$ cat config.mk
export PLATFORM = sky130hd
export DESIGN_NAME = clk_period_meter
export DESIGN_NICKNAME = d
export VERILOG_FILES = /design/src/rtl/clk_util_pkg.sv /design/src/rtl/sync_ff.sv /design/src/rtl/clk_period_meter.sv
export SDC_FILE = /design/constraint.sdc
export NUM_CORES = 1
export LEC_CHECK = 0
export BUFFER_PORTS_ARGS = -buffer_cell sky130_fd_sc_hd__buf_4
export CAP_MARGIN = 25
export CELL_PAD_IN_SITES_DETAIL_PLACEMENT = 1
export CELL_PAD_IN_SITES_GLOBAL_PLACEMENT = 1
export CORE_ASPECT_RATIO = 0.75
export CORE_MARGIN = 1
export CORE_UTILIZATION = 38
export DETAILED_ROUTE_END_ITERATION = 10
export GPL_TIMING_DRIVEN = 0
export MAX_ROUTING_LAYER = met4
export PLACE_DENSITY = 0.81
export RECOVER_POWER = 50
export SYNTH_ARGS = -nofsm -noshare
export SYNTH_HDL_FRONTEND = slang
export SYNTH_SLANG_ARGS = --single-unit
$ cat constraint.sdc
create_clock -name clk_in -period 1.6 [get_ports clk_in]
set_input_delay 0.32 -clock clk_in [delete_from_list [all_inputs] [get_ports clk_in]]
set_output_delay 0.32 -clock clk_in [all_outputs]
set_load 0.1 [all_outputs]
$ cat src/rtl/clk_util_pkg.sv
// Shared clock-utility definitions: period-meter state encoding and width helpers.
// Anything that measures or crosses slow clocks imports this package.
package clk_util_pkg;

    localparam int SYNC_MIN = 2;

    typedef enum logic [1:0] {
        ST_SETTLE  = 2'd0,
        ST_ARM     = 2'd1,
        ST_MEASURE = 2'd2,
        ST_TIMEOUT = 2'd3
    } meter_state_t;

    // Bits needed to hold the unsigned value 'value' (never less than 1).
    function automatic int int_width(input int value);
        int w;
        w = 1;
        for (int i = 1; i < 31; i++) begin
            if ((1 << i) <= value) w = i + 1;
        end
        return w;
    endfunction

    // Synchronizer depth actually built; shallower chains are not metastability-safe.
    function automatic int clamp_sync(input int stages);
        return (stages < SYNC_MIN) ? SYNC_MIN : stages;
    endfunction

endpackage

$ cat src/rtl/sync_ff.sv
// Multi-flop synchronizer for a single asynchronous bit, cleared by synchronous reset.
module sync_ff #(
    parameter int STAGES = 2
) (
    input  logic clk_in,
    input  logic res_n,
    input  logic d,
    output logic q
);

    logic [STAGES-1:0] sr;

    always_ff @(posedge clk_in) begin
        if (!res_n) sr <= '0;
        else        sr <= {sr[STAGES-2:0], d};
    end

    assign q = sr[STAGES-1];

endmodule

$ cat src/rtl/clk_period_meter.sv
// Measures period and high time of a slow asynchronous signal in clk_in cycles,
// with a valid/ack handshake plus sticky overrun and overflow flags.
module clk_period_meter
    import clk_util_pkg::*;
#(
    parameter int WIDTH       = 16,
    parameter int SYNC_STAGES = 2
) (
    input  logic             clk_in,
    input  logic             res_n,
    input  logic             sig_in,
    input  logic             meas_ack,
    output logic             sig_sync,
    output logic             rise_stb,
    output logic             fall_stb,
    output logic [WIDTH-1:0] period,
    output logic [WIDTH-1:0] high_time,
    output logic             meas_valid,
    output logic             overrun,
    output logic             overflow
);

    localparam int              SYNC_N      = clamp_sync(SYNC_STAGES);
    localparam int              SW          = int_width(SYNC_N);
    localparam logic [SW-1:0]   SETTLE_LAST = SW'(SYNC_N);
    // Last count at which MEASURE may still increment; the step to all-ones times out.
    localparam logic [WIDTH-1:0] CNT_LAST   = ~WIDTH'(1);

    logic             sync_q;
    logic             hist;
    logic             strobe_en;
    meter_state_t     state, state_nxt;
    logic [SW-1:0]    settle_cnt;
    logic [WIDTH-1:0] cnt;
    logic [WIDTH-1:0] cnt_plus1;
    logic             settle_inc;
    logic             cnt_clr;
    logic             cnt_inc;
    logic             latch_period;
    logic             latch_high;
    logic             set_ovf;

    sync_ff #(
        .STAGES(SYNC_N)
    ) u_sync (
        .clk_in(clk_in),
        .res_n (res_n),
        .d     (sig_in),
        .q     (sync_q)
    );

    assign sig_sync  = sync_q;
    assign cnt_plus1 = cnt + 1'b1;

    // Strobes stay quiet while the synchronizer refills after reset, so a level
    // held through reset never shows up as an edge.
    assign strobe_en = (state != ST_SETTLE);

    always_ff @(posedge clk_in) begin
        if (!res_n) begin
            hist     <= 1'b0;
            rise_stb <= 1'b0;
            fall_stb <= 1'b0;
        end else begin
            hist     <= sync_q;
            rise_stb <= strobe_en & sync_q & ~hist;
            fall_stb <= strobe_en & ~sync_q & hist;
        end
    end

    always_ff @(posedge clk_in) begin
        if (!res_n) state <= ST_SETTLE;
        else        state <= state_nxt;
    end

    always_comb begin
        state_nxt = state;
        case (state)
            ST_SETTLE:  if (settle_cnt == SETTLE_LAST) state_nxt = ST_ARM;
            ST_ARM:     if (rise_stb) state_nxt = ST_MEASURE;
            ST_MEASURE: if (!rise_stb && cnt == CNT_LAST) state_nxt = ST_TIMEOUT;
            ST_TIMEOUT: if (rise_stb) state_nxt = ST_MEASURE;
            default:    state_nxt = ST_SETTLE;
        endcase
    end

    always_comb begin
        settle_inc   = 1'b0;
        cnt_clr      = 1'b0;
        cnt_inc      = 1'b0;
        latch_period = 1'b0;
        latch_high   = 1'b0;
        set_ovf      = 1'b0;
        case (state)
            ST_SETTLE: settle_inc = 1'b1;
            ST_ARM:    cnt_clr    = rise_stb;
            ST_MEASURE: begin
                if (rise_stb) begin
                    latch_period = 1'b1;
                    cnt_clr      = 1'b1;
                end else begin
                    cnt_inc    = 1'b1;
                    latch_high = fall_stb;
                    set_ovf    = (cnt == CNT_LAST);
                end
            end
            ST_TIMEOUT: cnt_clr = rise_stb;
            default: ;
        endcase
    end

    always_ff @(posedge clk_in) begin
        if (!res_n) begin
            settle_cnt <= '0;
            cnt        <= '0;
        end else begin
            if (settle_inc) settle_cnt <= settle_cnt + 1'b1;
            if (cnt_clr)      cnt <= '0;
            else if (cnt_inc) cnt <= cnt_plus1;
        end
    end

    // Result registers and handshake flags; a new result or a fresh overflow
    // always beats a coincident acknowledge.
    always_ff @(posedge clk_in) begin
        if (!res_n) begin
            period     <= '0;
            high_time  <= '0;
            meas_valid <= 1'b0;
            overrun    <= 1'b0;
            overflow   <= 1'b0;
        end else begin
            if (latch_high)   high_time <= cnt_plus1;
            if (latch_period) period    <= cnt_plus1;

            if (latch_period)  meas_valid <= 1'b1;
            else if (meas_ack) meas_valid <= 1'b0;

            if (latch_period && meas_valid && !meas_ack) overrun <= 1'b1;
            else if (meas_ack)                           overrun <= 1'b0;

            if (set_ovf)       overflow <= 1'b1;
            else if (meas_ack) overflow <= 1'b0;
        end
    end

endmodule

==> run_results.csv, run 1 <==
group,metric,value,unit
floorplanning,fp.coreArea,6290,um2
clocking,cts.clk_slew.worst_paths,70,ps
global_route,grt_max_degree,11,
logic_synthesis,syn_area,2480,um2
logic_synthesis,synthTopCellsByCount,"60 x dfxtp_1, 29 x a21oi_1, 27 x o21ai_0",
drt,drc,0,
logic_synthesis,ys_async_sr_fraction,0,%
timing,period_minus_slack,1850,ps
cells_and_area,drive_gt1_share,46.7,%
clocking,htreeDepth,3,
drt,drt-total-wl,10300,um
logic_synthesis,synth_seq_area_share,48.4,%
global_route,antenna_found_initial,0,
logic_synthesis,dominantRegCellSynth,"dfxtp_1",
floorplanning,rows,25,
drt,vias,2577,
timing,setup_ws,-247,ps
floorplanning,die_w,95.3,um
clocking,cts_buffers,9,
clocking,cts-root-buf,"clkbuf_8",
power,power.total,3.20,mW
timing,hold_viol,0,
cells_and_area,final_util,60.6,%
place,placed_area,2970,um2
logic_synthesis,synth_most_common_cell,"dfxtp_1",
outcome,violations,"setup timing",
logic_synthesis,synth_nets,279,
place,hpwl,5110,um
timing,skew,8.38,ps
power,vdd_drop_max,603,uV
clocking,tritoncts,"yes",
logic_synthesis,yosysTopAreaCellShare,48.4,%
worst_setup_path,critPathKind,"reg -> reg",
cells_and_area,stdcell_area,3810,um2
logic_synthesis,yosys.area.top_type,"dfxtp_1",
global_route,grtUsageTotal,27.2,%
logic_synthesis,avgSynthCellArea,9.12,um2
hold_path,hp-class,"in -> reg",
logic_synthesis,yosysUniqueCellTypes,37,
drt,dr.pass1.iters,5,
timing,finalMaxSlewViolations,0,
global_route,grt_pass1_wl,13100,um
global_route,first_global_vias,2419,
floorplanning,num_io_pins,42,
cells_and_area,final_cells,441,
timing,holdWs,166,ps
power,cellPowerDensity,841,nW/um2
timing,rsz0062_at_grt,"true",
timing,finalSetupViolCount,24,
place,dp_cells,393,
logic_synthesis,syn_inst,272,
clocking,clock-sinks,60,
logic_synthesis,synth_area_leaders,"dfxtp_1 48%, xnor2_1 6.4%, a21oi_1 5.9%",
drt,ant_nets,0,
cells_and_area,diodes,0,
run,maxCapViolCount,0,
worst_setup_path,critPathLaunchType,"register",
timing,worstMarginPinSlew,611,ps
drt,drtIter0Drc,186,
timing,slew_headroom,58.8,%
clocking,insertion_delay,350,ps
outcome,status,"finished, violations left",
global_route,gr-total-overflow,0,
timing,tns,-2440,ps
timing,max_clock_freq,0.541,GHz
timing,fin_crit_sh,115,%
place,io_buffers,40,
cells_and_area,syn_to_final_growth,53.6,%
cells_and_area,layout.nets,362,
floorplanning,initial_core_util,39.4,%
drt,vias_per_cell,5.84,
place,place_ws,-302,ps
floorplanning,dieArea,6860,um2
worst_setup_path,cp-end-kind,"register",
floorplanning,die_y,72.0,um
power,p_leak,1.67,nW
logic_synthesis,ys_warn_count,0,
logic_synthesis,synth_edf_count,0,
worst_setup_path,arrival,2130,ps
drt,routedWlPerCell,23.3,um
worst_setup_path,crit_fanout,4,
logic_synthesis,synth-seq-cells,60,
clocking,clockBufferDepth,2,
worst_setup_path,worstPathRequired,1880,ps
place,gp_congestion,0.833,
metal layers:
| layer | routed length [um] | up-vias | global-route usage (%) |
|---|---|---|---|
| li1 | - | 1125 | - |
| met1 | 4480 | 1299 | 34.8 |
| met3 | 689 | 35 | 7.55 |
| met2 | 4810 | 118 | 41.5 |
| met4 | 284 | 0 | 9.26 |
| met5 | 0 | - | - |
where the power goes:
group | internal, mW | switching, mW
clock | 0.792 | 0.637
combinational | 0.0874 | 0.131
sequential | 1.52 | 0.0327
total | 2.40 | 0.801
path summary, 6_finish.rpt:
path / cells after the start / slack [ps] / to / start
worst max-delay path: 5 / -250 / high_time[15]$_SDFFE_PN0P_ / cnt[7]$_SDFFE_PP0P_
worst max register to register: 5 / -250 / high_time[15]$_SDFFE_PN0P_ / cnt[7]$_SDFFE_PP0P_
worst min-delay path: 2 / 170 / overrun$_SDFFE_PN0P_ / meas_ack
worst min register to register: 1 / 440 / rise_stb$_SDFF_PN0_ / hist$_SDFF_PN0_
final cells by class:
| type | instances | area (um2) |
|---|---|---|
| well taps | 81 | 101 |
| flip-flops and latches | 60 | 1240 |
| repair buffers | 73 | 566 |
| plain buffers | 19 | 178 |
| clock inverters | 2 | 12.5 |
| inverters | 5 | 18.8 |
| clock buffers | 14 | 195 |
| fillers | 687 | 2480 |
| multi-input cells | 187 | 1490 |
cells in the final DEF (no fill, tap or decap), types with 3 or more instances in the layout:
cell type / instances
a21oi_1: 23
a21oi_2: 6
and2_1: 3
buf_4: 69
buf_6: 5
clkbuf_1: 6
clkbuf_16: 3
clkbuf_2: 5
clkbuf_8: 13
dfxtp_1: 42
dfxtp_2: 10
dfxtp_4: 8
inv_1: 5
nand2_1: 22
nand4_1: 4
nor2_1: 13
nor3_1: 3
nor3_4: 4
nor4_4: 5
o211a_1: 11
o21ai_0: 23
o21ai_1: 3
or3_4: 4
or4_4: 4
xnor2_1: 14
xnor2_2: 4
kinds of logic after synthesis:
family,after synthesis,share of synthesized area [%]
simple gates,85,18.8
compound gates,77,18.9
flops,60,48.4
buf+inv,25,4.59
xor+xnor,22,7.77
fa+ha+maj,3,1.51
critical path: stages, from the launching register on:
cell     delay, ps
dfxtp_2        410
nand4_4        160
buf_6          170
or4_4          500
or3_4          360
a31oi_2        180
registers in the layout (all words and copies together), names as in the netlist, 2 cells and up:
name and count:
high_time 16, settle_cnt 2, state 2, u_sync.sr 2, cnt 16, period 16
what timing repair did:
action,4_1_cts,5_1_grt
setup endpoints to repair,49,46
hold buffers,0,0
gates resized for setup,46,53
setup buffers,15,17
cloned,1,0
pin swaps,11,24
No activity file was read; power rests on OpenSTA's default activity.
==> inputs of run 2 (changes only) <==
SETUP_SLACK_MARGIN = 0.1   (was unset)
TNS_END_PERCENT = 30   (was unset)
==> run 2 against run 1 <==
Compared with the run above: the run still ends with setup timing left; sequential share of layout area down 0.79 points; critical path type unchanged; maximum frequency rose by 4.5%; combinational power decreased by 15%; cell count is 1.8% higher.
==> run_results.csv, run 2 (synthesis gave the netlist of run 1 again) <==
group,metric,value,unit
clocking,htreeDepth,3,
cells_and_area,drive_gt1_share,45.9,%
worst_setup_path,arrival,2060,ps
drt,highest_layer,"met4",
cells_and_area,final_common_cell,"buf_4",
drt,vias,2543,
drt,routedWlPerCell,22.4,um
cells_and_area,final_cells,449,
cells_and_area,diodes,0,
floorplanning,fp.coreArea,6290,um2
cells_and_area,final_cell_mix,"68 x buf_4, 41 x dfxtp_1, 25 x a21oi_1",
floorplanning,initial_core_util,39.4,%
timing,skew,7.27,ps
clocking,cts_buffers,9,
drt,drt-total-wl,10100,um
place,dp_cells,393,
global_route,first_global_vias,2373,
drt,ant_nets,0,
cells_and_area,stdcell_area,3920,um2
floorplanning,dieArea,6860,um2
cells_and_area,multi_input_area,1470,um2
worst_setup_path,crit_fanout,5,
clocking,insertion_delay,360,ps
cells_and_area,seq_area,1250,um2
worst_setup_path,worstPathRequired,1900,ps
power,p_int,2.23,mW
worst_setup_path,critPathLaunchType,"register",
place,hpwl,4840,um
timing,max_clock_freq,0.566,GHz
drt,drtIter0Drc,167,
timing,hold_viol,0,
worst_setup_path,path_cells,"nand2_1 > or4_4 > or4_4 > a21oi_2",
timing,slew_headroom,65.3,%
drt,met2_length,4800,um
floorplanning,rows,25,
timing,finalSetupViolCount,24,
floorplanning,die_w,95.3,um
place,io_buffers,40,
drt,wl_met1,4430,um
worst_setup_path,cp-end-kind,"register",
worst_setup_path,crit_path_frequent_cell,"or4_4",
drt,wl_met3,648,um
power,p_comb_share,6.1,%
global_route,grt_max_degree,11,
clocking,cts.clk_slew.worst_paths,70,ps
cells_and_area,syn_to_final_growth,58.2,%
worst_setup_path,cpPeakStageDelay,560,ps
power,power.total,3.04,mW
power,power_frac_clock,42.9,%
clocking,clock-sinks,60,
global_route,grt_pass1_wl,12500,um
cells_and_area,layout.nets,370,
timing,worstMarginPinSlew,520,ps
hold_path,hp-class,"in -> reg",
worst_setup_path,critPathKind,"reg -> reg",
cells_and_area,fill_cells,685,
timing,setup_ws,-167,ps
timing,period_minus_slack,1770,ps
power,net-switching-power,809,uW
timing,finalMaxSlewViolations,0,
global_route,grtUsageTotal,25.3,%
power,vdd_drop_max,391,uV
global_route,antenna_found_initial,0,
power,p_leak,1.76,nW
power,cellPowerDensity,776,nW/um2
clocking,clockBufferDepth,2,
timing,rsz0062_at_grt,"true",
place,placed_area,3050,um2
global_route,gr-total-overflow,0,
timing,fin_crit_sh,110,%
cells_and_area,reg_top3,"cnt x16, high_time x16, period x16",
outcome,status,"finished, violations left",
floorplanning,num_io_pins,42,
outcome,violations,"setup timing",
drt,vias_per_cell,5.66,
clocking,tritoncts,"yes",
drt,dr.pass1.iters,4,
power,seq_power_share,51.0,%
floorplanning,die_y,72.0,um
drt,drc,0,
run,maxCapViolCount,0,
power,switching_share,26.6,%
worst_setup_path,crit_path_top_delay_cell,"or4_4",
clocking,cts-root-buf,"clkbuf_8",
place,gp_congestion,0.760,
-- run 2: what timing repair did --
item                       4_1_cts  5_1_grt
resized for setup               52       44
gates cloned                     1        1
pin swaps                       20       25
hold buffers                     0        0
setup buffers                   19       20
setup endpoints to repair       49       47
-- run 2: cell type report --
class                   count  area share [%]
multi-input cells         187            37.4
flip-flops and latches     60            31.9
repair buffers             80            17.7
plain buffers              20            5.45
clock buffers              12            3.99
well taps                  81            2.58
clock inverters             4           0.574
inverters                   5           0.478
-- run 2: routing by layer --
metal	GRT usage, %	up-vias
met1	32.2	1284
met5	-	-
met2	38.6	96
met4	7.91	0
met3	7.65	25
li1	-	1138
-- run 2: metrics by stage --
step                      utilization [%]  hold slack, ps  setup TNS (ps)  setup WS [ps]
after floorplan                         -             388            -463          -82.3
after global placement               48.5             404           -3860           -250
after detailed placement             48.5             408           -7210           -307
after CTS                            56.9             148            -525           -127
after global routing                 62.4             145           -2770           -191
final                                62.4             141           -1340           -167
-- run 2: critical path: cells and delay by family (launching register included) --
kind | cells | cell delay, ps
AO/OA/AOI/OAI | 1 | 140
AND/OR/NAND/NOR | 3 | 1160
flip-flops | 1 | 400
-- run 2: final timing paths --
path	cells after the start	start	to	slack, ps
hold reg to reg	1	hist$_SDFF_PN0_	rise_stb$_SDFF_PN0_	430
setup reg to reg	4	cnt[9]$_SDFFE_PP0P_	cnt[15]$_SDFFE_PP0P_	-170
setup / recovery	4	cnt[9]$_SDFFE_PP0P_	cnt[15]$_SDFFE_PP0P_	-170
hold / removal	2	meas_ack	overrun$_SDFFE_PN0P_	140
-- run 2: power groups by stage --
stage	combinational [mW]	sequential [mW]	clock (mW)
2_1_floorplan	0.106	1.59	0
3_3_place_gp	0.150	1.58	0
3_5_place_dp	0.163	1.59	0
4_1_cts	0.170	1.55	1.29
5_1_grt	0.200	1.55	1.38
6_report	0.186	1.55	1.31
==> inputs of run 3 (changes only) <==
ABC_AREA = 1   (was unset)
CORE_UTILIZATION = 36   (was 38)
PLACE_DENSITY = 0.8   (was 0.81)
SLEW_MARGIN = 20   (was unset)
==> run 3 against run 2 <==
Compared with the run above: the flow now finishes without violations; clock skew is 3.1 ps higher; synthesized cell count is 34% higher; sequential power barely moved; largest power group unchanged.
==> run_results.csv, run 3 <==
group,metric,value,unit
outcome,status,"complete, no violations",
logic_synthesis,synthAdderAreaFrac,1.42,%
timing,period_minus_slack,1480,ps
clocking,tritoncts,"yes",
cells_and_area,syn_to_final_growth,26.9,%
worst_setup_path,cpPeakStageDelay,470,ps
timing,finalMaxSlewViolations,0,
worst_setup_path,critPathKind,"reg -> out",
logic_synthesis,syn_inst,365,
drt,routedWlPerCell,14.7,um
logic_synthesis,ys_async_sr_fraction,0,%
floorplanning,num_io_pins,42,
timing,tns,0,ps
power,power.total,3.21,mW
power,cellPowerDensity,957,nW/um2
worst_setup_path,cp-end-kind,"output pin",
worst_setup_path,crit_fanout,3,
drt,vias_per_cell,4.80,
clocking,cts-root-buf,"clkbuf_8",
worst_setup_path,cp_top_family,"buffers and inverters",
run,maxCapViolCount,0,
worst_setup_path,crit_buf_inv,1,
floorplanning,die_y,76.2,um
global_route,grt_pass1_wl,12800,um
logic_synthesis,yosys.area.top_type,"dfxtp_1",
cells_and_area,fill_cells,921,
logic_synthesis,ys_warn_count,0,
logic_synthesis,synth_area_leaders,"dfxtp_1 45%, nand2_1 9.7%, inv_1 7.5%",
logic_synthesis,synthXorXnorAreaFrac,2.32,%
place,dp_cells,504,
power,p_leak,1.55,nW
global_route,gr-total-overflow,0,
clocking,clockBufferDepth,2,
clocking,insertion_delay,340,ps
logic_synthesis,dominantRegCellSynth,"dfxtp_1",
place,gp_congestion,0.870,
logic_synthesis,avgSynthCellArea,7.24,um2
logic_synthesis,synth-seq-cells,60,
cells_and_area,drive_gt1_share,24.7,%
floorplanning,initial_core_util,37.9,%
logic_synthesis,synth-simple-area-share,24.7,%
logic_synthesis,synth_nets,372,
global_route,grt_max_degree,11,
timing,worstMarginPinSlew,706,ps
cells_and_area,multi_input_area,1240,um2
logic_synthesis,synth_top_family_by_area,"simple AND/OR/NAND/NOR gates",
cells_and_area,stdcell_area,3350,um2
logic_synthesis,synthTopCellsByCount,"68 x nand2_1, 60 x dfxtp_1, 53 x inv_1",
drt,dr.pass1.iters,4,
drt,ant_nets,0,
global_route,first_global_vias,2562,
logic_synthesis,yosysTopAreaCellShare,45.5,%
floorplanning,rows,26,
place,placed_area,3070,um2
place,hpwl,5470,um
power,vdd_drop_max,620,uV
global_route,antenna_found_initial,0,
floorplanning,die_w,101,um
worst_setup_path,crit_path_top_delay_cell,"clkbuf_2",
cells_and_area,final_common_cell,"nand2_1",
logic_synthesis,syn_area,2640,um2
clocking,htreeDepth,3,
timing,fin_crit_sh,92.4,%
timing,skew,10.4,ps
clocking,clock-sinks,60,
floorplanning,fp.coreArea,6960,um2
hold_path,hp-class,"in -> reg",
logic_synthesis,muxShareOfSynthArea,0,%
logic_synthesis,yosysUniqueCellTypes,26,
worst_setup_path,arrival,1160,ps
worst_setup_path,path_cells,"clkbuf_2",
cells_and_area,layout.nets,427,
timing,holdWs,167,ps
timing,slew_headroom,52.9,%
cells_and_area,diodes,0,
clocking,cts.clk_slew.worst_paths,60,ps
place,io_buffers,41,
logic_synthesis,synth_edf_count,0,
timing,max_clock_freq,0.677,GHz
drt,drtIter0Drc,96,
drt,drt-total-wl,7680,um
cells_and_area,reg_top3,"cnt x16, high_time x16, period x16",
timing,hold_viol,0,
timing,rsz0062_at_grt,"true",
logic_synthesis,synth-compound-area-share,15.3,%
logic_synthesis,synth_seq_area_share,45.5,%
worst_setup_path,critPathLaunchType,"register",
logic_synthesis,synth_most_common_cell,"nand2_1",
cells_and_area,seq_area,1220,um2
drt,drc,0,
worst_setup_path,worstPathRequired,1280,ps
drt,vias,2513,
timing,finalSetupViolCount,0,
clocking,cts_buffers,9,
floorplanning,dieArea,7690,um2
global_route,grtUsageTotal,22.4,%
cells_and_area,final_cell_mix,"67 x nand2_1, 52 x inv_1, 51 x dfxtp_1",
cells_and_area,final_cells,523,
-- run 3: cell type report --
cell class / count / share of cell area (%)
Timing Repair Buffer: 44 / 6.98
Tap cell: 98 / 3.66
Clock buffer: 12 / 4.33
Inverter: 61 / 6.83
Multi-Input combinational cell: 232 / 37.1
Clock inverter: 4 / 2.16
Sequential cell: 60 / 36.3
Buffer: 12 / 2.58
-- run 3: power breakdown --
part	switching [mW]	internal, mW	total [mW]
sequential	0.0259	1.52	1.55
combinational	0.104	0.0514	0.156
clock	0.585	0.918	1.50
-- run 3: worst paths after layout --
check	cells after the start	end	slack [ps]	startpoint
worst max-delay path	1	sig_sync	120	u_sync.sr[1]$_SDFF_PN0_
worst min register to register	2	u_sync.sr[1]$_SDFF_PN0_	420	u_sync.sr[0]$_SDFF_PN0_
worst max register to register	8	cnt[13]$_SDFFE_PP0P_	160	state[1]$_SDFFE_PN0P_
worst min-delay path	3	u_sync.sr[0]$_SDFF_PN0_	170	sig_in
-- run 3: metal layers --
metal  part of all wire [%]  vias to the layer above  global-route usage (%)  wire length [um]
met5                      0                        -                       -                 0
met4                    1.2                        0                    5.80                94
met3                    3.5                       11                    5.05               272
met2                     46                       43                    35.7              3500
met1                     50                     1200                    28.8              3810
li1                       -                     1259                       -                 -
-- run 3: what timing repair did --
action,in CTS,in global routing
pin swaps,1,3
cloned,0,0
gates resized for setup,4,41
endpoints found under the setup margin,11,46
setup buffers,3,0
hold buffers,0,0
-- run 3: kinds of logic (layout without fill, tap and decap cells) --
group                      Yosys count  after routing
adders and majority gates            3              3
and+or+nand+nor                    153            153
xor gates and xnor gates             7              7
buffers and inverters               73            133
DFF                                 60             60
AOI/OAI and AO/OA                   69             69
-- run 3: metrics by stage --
step / worst slack, ps / utilization [%]
after detailed placement: -36.6 / 44.2
after CTS: 78.1 / 47.9
final: 122 / 48.1
after floorplan: 102 / -
after global routing: 55.0 / 48.1
after global placement: -2.70 / 44.2
